**config.mk**
```make
export PLATFORM = sky130hd
export DESIGN_NAME = uart_tx_fifo_flat
export DESIGN_NICKNAME = d
export VERILOG_FILES = /design/src/rtl/uart_tx_fifo_pkg.sv /design/src/rtl/uart_tx_fifo_if.sv /design/src/rtl/uart_tx_fifo_sync_fifo.sv /design/src/rtl/uart_tx_fifo.sv /design/src/flat_wrapper.sv
export SDC_FILE = /design/constraint.sdc
export NUM_CORES = 1
export LEC_CHECK = 0
export CAP_MARGIN = 10
export CORE_UTILIZATION = 60
export CTS_BUF_LIST = sky130_fd_sc_hd__clkbuf_2 sky130_fd_sc_hd__clkbuf_4 sky130_fd_sc_hd__clkbuf_8
export CTS_CLUSTER_SIZE = 30
export DETAILED_ROUTE_END_ITERATION = 10
export PLACE_DENSITY_LB_ADDON = 0.12
export SYNTH_ARGS = -nofsm -noshare
export SYNTH_HDL_FRONTEND = slang
export SYNTH_SLANG_ARGS = --single-unit
export TNS_END_PERCENT = 1
```
**constraint.sdc**
```tcl
create_clock -name clk -period 2.7 [get_ports clk]
set_input_delay 0.675 -clock clk [delete_from_list [all_inputs] [get_ports clk]]
set_output_delay 0.675 -clock clk [all_outputs]
set_load 0.02 [all_outputs]
```
**src/rtl/uart_tx_fifo_pkg.sv**
```systemverilog
// Shared UART framing constants and FSM encodings for the transmit and receive paths.
package uart_tx_fifo_pkg;

  localparam int DATA_BITS            = 8;
  localparam int STOP_BITS            = 1;
  localparam int FRAME_BITS           = 1 + DATA_BITS + STOP_BITS;
  localparam int DEFAULT_CLKS_PER_BIT = 104;

  typedef enum logic [1:0] {
    IDLE  = 2'd0,
    START = 2'd1,
    DATA  = 2'd2,
    STOP  = 2'd3
  } tx_state_t;

endpackage

```
**src/rtl/uart_tx_fifo_if.sv**
```systemverilog
// Producer-side handshake and status bundle of the buffered UART transmitter.
interface uart_tx_fifo_if #(
  parameter int FIFO_DEPTH = 4
);

  logic [7:0]                    tx_byte;
  logic                          tx_valid;
  logic                          tx_ready;
  logic                          tx;
  logic                          busy;
  logic [$clog2(FIFO_DEPTH):0]   fifo_count;

  modport master (
    output tx_byte, tx_valid,
    input  tx_ready, tx, busy, fifo_count
  );

  modport slave (
    input  tx_byte, tx_valid,
    output tx_ready, tx, busy, fifo_count
  );

endinterface

```
**src/rtl/uart_tx_fifo_sync_fifo.sv**
```systemverilog
// Small synchronous first-word-fall-through FIFO; the head entry is readable before it is popped.
module sync_fifo #(
  parameter int WIDTH = 8,
  parameter int DEPTH = 4
) (
  input  logic                     clk,
  input  logic                     rst,
  input  logic                     wr_en,
  input  logic [WIDTH-1:0]         wr_data,
  input  logic                     rd_en,
  output logic [WIDTH-1:0]         rd_data,
  output logic [$clog2(DEPTH):0]   count,
  output logic                     full,
  output logic                     empty
);

  localparam int AW = $clog2(DEPTH);
  localparam int CW = AW + 1;

  logic [WIDTH-1:0] mem [DEPTH];
  logic [AW-1:0]    wr_ptr;
  logic [AW-1:0]    rd_ptr;
  logic             do_wr;
  logic             do_rd;

  // A write is refused when full even if a read frees a slot on the same edge.
  assign full  = (count == CW'(DEPTH));
  assign empty = (count == '0);
  assign do_wr = wr_en && !full;
  assign do_rd = rd_en && !empty;

  assign rd_data = mem[rd_ptr];

  always_ff @(posedge clk) begin
    if (do_wr) begin
      mem[wr_ptr] <= wr_data;
    end
  end

  // Pointers wrap naturally because DEPTH is a power of two.
  always_ff @(posedge clk) begin
    if (rst) begin
      wr_ptr <= '0;
      rd_ptr <= '0;
      count  <= '0;
    end else begin
      if (do_wr) begin
        wr_ptr <= wr_ptr + AW'(1);
      end
      if (do_rd) begin
        rd_ptr <= rd_ptr + AW'(1);
      end
      case ({do_wr, do_rd})
        2'b10:   count <= count + CW'(1);
        2'b01:   count <= count - CW'(1);
        default: count <= count;
      endcase
    end
  end

endmodule

```
**src/rtl/uart_tx_fifo.sv**
```systemverilog
// Buffered 8N1 UART transmitter: a FIFO feeds an FSM that shifts bytes out LSB first on a registered tx line.
module uart_tx_fifo
  import uart_tx_fifo_pkg::*;
#(
  parameter int CLKS_PER_BIT = DEFAULT_CLKS_PER_BIT,
  parameter int FIFO_DEPTH   = 4
) (
  input logic            clk,
  input logic            rst,
  uart_tx_fifo_if.slave  bus
);

  localparam int BW = (CLKS_PER_BIT > 1) ? $clog2(CLKS_PER_BIT) : 1;

  tx_state_t       state;
  tx_state_t       state_next;
  logic [BW-1:0]   baud_cnt;
  logic [BW-1:0]   baud_next;
  logic [2:0]      bit_idx;
  logic [2:0]      bit_next;
  logic [7:0]      shift_reg;
  logic [7:0]      shift_next;
  logic            tx_q;
  logic            tx_d;
  logic            pop;
  logic            baud_last;
  logic [7:0]      fifo_data;
  logic            fifo_full;
  logic            fifo_empty;

  sync_fifo #(
    .WIDTH (8),
    .DEPTH (FIFO_DEPTH)
  ) u_fifo (
    .clk     (clk),
    .rst     (rst),
    .wr_en   (bus.tx_valid),
    .wr_data (bus.tx_byte),
    .rd_en   (pop),
    .rd_data (fifo_data),
    .count   (bus.fifo_count),
    .full    (fifo_full),
    .empty   (fifo_empty)
  );

  assign baud_last    = (baud_cnt == BW'(CLKS_PER_BIT - 1));
  assign bus.tx_ready = !fifo_full;
  assign bus.tx       = tx_q;
  assign bus.busy     = (state != IDLE) || !fifo_empty;

  always_ff @(posedge clk) begin
    if (rst) begin
      state     <= IDLE;
      baud_cnt  <= '0;
      bit_idx   <= '0;
      shift_reg <= '0;
      tx_q      <= 1'b1;
    end else begin
      state     <= state_next;
      baud_cnt  <= baud_next;
      bit_idx   <= bit_next;
      shift_reg <= shift_next;
      tx_q      <= tx_d;
    end
  end

  // Popping on the last stop cycle chains frames with no idle gap.
  always_comb begin
    state_next = state;
    baud_next  = baud_cnt;
    bit_next   = bit_idx;
    shift_next = shift_reg;
    pop        = 1'b0;
    case (state)
      IDLE: begin
        if (!fifo_empty) begin
          pop        = 1'b1;
          shift_next = fifo_data;
          baud_next  = '0;
          state_next = START;
        end
      end
      START: begin
        if (baud_last) begin
          baud_next  = '0;
          bit_next   = '0;
          state_next = DATA;
        end else begin
          baud_next = baud_cnt + BW'(1);
        end
      end
      DATA: begin
        if (baud_last) begin
          baud_next = '0;
          if (bit_idx == 3'(DATA_BITS - 1)) begin
            state_next = STOP;
          end else begin
            bit_next = bit_idx + 3'd1;
          end
        end else begin
          baud_next = baud_cnt + BW'(1);
        end
      end
      STOP: begin
        if (baud_last) begin
          baud_next = '0;
          if (!fifo_empty) begin
            pop        = 1'b1;
            shift_next = fifo_data;
            state_next = START;
          end else begin
            state_next = IDLE;
          end
        end else begin
          baud_next = baud_cnt + BW'(1);
        end
      end
      default: begin
        state_next = IDLE;
      end
    endcase
  end

  // The line level is decided from the upcoming state so tx can be a plain flop.
  always_comb begin
    tx_d = 1'b1;
    case (state_next)
      START:   tx_d = 1'b0;
      DATA:    tx_d = shift_next[bit_next];
      default: tx_d = 1'b1;
    endcase
  end

endmodule

```
**src/flat_wrapper.sv**
```systemverilog
// flat-port wrapper written by rule: the top's interface ports become plain ports
module uart_tx_fifo_flat import uart_tx_fifo_pkg::*;
#(
  parameter int CLKS_PER_BIT = DEFAULT_CLKS_PER_BIT,
  parameter int FIFO_DEPTH   = 4
)
  (clk, rst, bus_tx_byte, bus_tx_valid, bus_tx_ready, bus_tx, bus_busy, bus_fifo_count);
  uart_tx_fifo_if #(.FIFO_DEPTH(FIFO_DEPTH)) bus_i ();
  input logic clk;
  input logic rst;
  input wire logic [$bits(bus_i.tx_byte)-1:0] bus_tx_byte;
  input wire logic [$bits(bus_i.tx_valid)-1:0] bus_tx_valid;
  output wire logic [$bits(bus_i.tx_ready)-1:0] bus_tx_ready;
  output wire logic [$bits(bus_i.tx)-1:0] bus_tx;
  output wire logic [$bits(bus_i.busy)-1:0] bus_busy;
  output wire logic [$bits(bus_i.fifo_count)-1:0] bus_fifo_count;
  assign bus_i.tx_byte = bus_tx_byte;
  assign bus_i.tx_valid = bus_tx_valid;
  assign bus_tx_ready = bus_i.tx_ready;
  assign bus_tx = bus_i.tx;
  assign bus_busy = bus_i.busy;
  assign bus_fifo_count = bus_i.fifo_count;
  uart_tx_fifo #(.CLKS_PER_BIT(CLKS_PER_BIT), .FIFO_DEPTH(FIFO_DEPTH)) u_core (.clk(clk), .rst(rst), .bus(bus_i));
endmodule
```
==> flow_metrics.tcl <==
set metrics [dict create \
    met3WireLength_um 146 \
    p_leak_nw 1.14 \
    synth_area_mm2 0.00275 \
    hold_violations 0 \
    highest_layer "met4" \
    grt_pass1_vias 1764 \
    yosys_warnings 0 \
    power.density_mw_per_mm2 975 \
    vias 1759 \
    dp_cells 286 \
    viasPerCell 5.82 \
    cts_sinks 62 \
    wirelength_met1_um 2040 \
    numCtsBuffers 9 \
    rsz0062_at_grt "no" \
    gp_congestion 0.793 \
    critPathLaunchType "flop" \
    largest_reg_flops 32 \
    dr.pass1.iters 4 \
    path_buf_inv 1 \
    maxSlewViolCount 0 \
    antenna_found_initial 0 \
    relSlewSlack 0.645 \
    crit_slowest_cell "dfxtp_1" \
    antenna_cells 0 \
    cts_tree "yes" \
    htree_levels 3 \
    die_area_mm2 0.00486 \
    ir_drop_uv 645 \
    yosysSeqAreaShare 0.568 \
    core-area_mm2 0.00438 \
    track_usage 0.222 \
    synth_ff_type "edfxtp_1" \
    grt_max_degree 24 \
    cp_max_fo 6 \
    start_util 0.627 \
    clk_pin_slew_worst_paths_ns 0.07 \
    clkLatencyLatePin_ns 0.33 \
    synth_top_area_cell "edfxtp_1" \
    cpPeakStageDelay_ns 0.39 \
    final_nets 269 \
    ys_ff_latch 62 \
    min_path_type "reg2reg" \
    async_reset_ff_frac 0 \
    worst_pin_slew_ns 0.532 \
    setup_violations 0 \
    area_delta_synth_final_pct 14.3 \
    finalNonFillerCells 302 \
    crit_chain "ha_2 > and2_2 > a31oi_1 > nor3_2 > ha_1 > inv_1 > fa_1 > xor2_1 > or3_1 > a21oi_1" \
    fmax_mhz 399 \
    dp_hpwl_um 3400 \
    ant_nets 0 \
    critical_path_required_ns 2.96 \
    post-route-util 0.717 \
    synth_nets 245 \
    finalCriticalPeriod_ns 2.51 \
    synth_top_area_frac 0.349 \
    drt-total-wl_um 4820 \
    fp.dieH_um 69.7 \
    critPathArrivalTime_ns 2.77 \
    synth-edff-count 32 \
    grt_pass1_wl_um 8000 \
    avgSynthCellArea_um2 12.4 \
    drv_cap 0 \
    endpoint_kind "flop" \
    outcome "complete, no violations" \
    io_pins 17 \
    cts_hold_buf 0 \
    clk_path_buf_depth 2 \
    die_w_um 69.7 \
    syn_inst 221 \
    worstSetupPathType "reg2reg" \
    drt-initial-drc-count 58 \
    wl_per_cell_um 16.0 \
    core.rowCount 24 \
    tns_ns 0 \
    cp_top_family "adder cells" \
    met2_length_um 2560 \
    yosysUniqueCellTypes 46 \
    skew_ns 0.00630 \
    netlist_top_cells_area "edfxtp_1, dfxtp_1, mux4_2, ha_1, nor2_1" \
    port_buffers 16 \
    drt_drc_violations_left 0 \
    power_w 0.00307 \
    grt_overflow 0 \
    cts-root-buf "clkbuf_8" \
    final_layout_size_suffix_gt1_frac 0.156 \
    min_period_over_period 0.929 \
]
==> final cells by class <==
class,instances,area [µm²]
clock buffer,11,139
timing repair buffer,20,193
sequential,62,1560
multi-input combinational,142,1120
fill,310,1240
clock inverter,5,26.3
tap,52,65.1
inverter,10,37.5
==> routing by layer <==
| layer | up-vias | GRT usage |
|---|---|---|
| met3 | 8 | 0.0654 |
| met4 | 0 | 0.107 |
| met2 | 32 | 0.384 |
| li1 | 863 | - |
| met1 | 856 | 0.250 |
| met5 | - | 0 |
==> worst min-delay path, cell delays in order (launching register included) <==
cell,delay [ns]
dfxtp_1,0.33
nand3_1,0.07
a21oi_1,0.05
==> cell families after synthesis <==
kind of cell               synth area share
AOI/OAI and AO/OA                     0.102
xor gates and xnor gates             0.0287
adders and majority gates            0.0619
buffers and inverters                0.0277
DFF                                   0.568
muxes                                0.0878
and+or+nand+nor                       0.124
==> per-stage QoR <==
stage / setup WS (ns) / instance area [µm²] / hold WS, ns
2_1_floorplan: 0.223 / 2750 / 0.457
3_3_place_gp: 0.120 / 2970 / 0.481
3_5_place_dp: -0.0162 / 2970 / 0.500
4_1_cts: 0.0362 / 3130 / 0.509
5_1_grt: 0.00498 / 3140 / 0.530
6_report: 0.193 / 3140 / 0.500
==> synthesized netlist by cell type, drive strengths merged, types with 2 or more instances <==
cell type	n
o22ai	2
or3	5
nand3	3
and2	3
mux2	3
clkbuf	4
inv	10
xor2	5
a22oi	9
nor2	29
edfxtp	32
xnor2	4
and3	4
a31oi	2
a21oi	10
nand4	6
buf	3
mux4	8
mux2i	2
a32oi	3
a21boi	2
dfxtp	30
nand2	10
ha	12
nor3	3
o21ai	5
==> cells in the final DEF, fill, tap and decap left out, types with 3 or more instances in the layout <==
cell and count:
edfxtp_1 32, nand3_1 3, nor2_1 29, clkbuf_8 9, clkdlybuf4s50_1 15, nand2_1 9
and3_1 4, ha_1 11, inv_1 10, o21ai_0 5, a22oi_1 9, clkinv_2 3
xor2_1 5, xnor2_1 4, a21oi_1 10, dfxtp_1 30, nand4_1 6, mux4_2 8
buf_4 4, or3_1 5
==> final timing paths <==
check,startpoint,to,slack (ns),cells past startpoint
max,u_core.baud_cnt[0]$_SDFFE_PP0P_,u_core.u_fifo.count[2]$_SDFFE_PP0P_,0.19,10
min,u_core.baud_cnt[1]$_SDFFE_PP0P_,u_core.baud_cnt[1]$_SDFFE_PP0P_,0.50,2
max reg2reg,u_core.baud_cnt[0]$_SDFFE_PP0P_,u_core.u_fifo.count[2]$_SDFFE_PP0P_,0.19,10
min reg2reg,u_core.baud_cnt[1]$_SDFFE_PP0P_,u_core.baud_cnt[1]$_SDFFE_PP0P_,0.50,2
==> what timing repair did <==
item,4_1_cts,5_1_grt
setup buffers,0,0
gates resized for setup,1,3
hold endpoints to repair,0,0
endpoints found under the setup margin,1,2
==> power breakdown <==
part / internal (W) / leakage [nW] / switching [W]
clock network: 0.000345 / 0.0874 / 0.000337
logic: 0.000491 / 0.515 / 0.000621
registers: 0.00116 / 0.538 / 0.000110
Note: power is estimated with default switching activity, not from simulation.
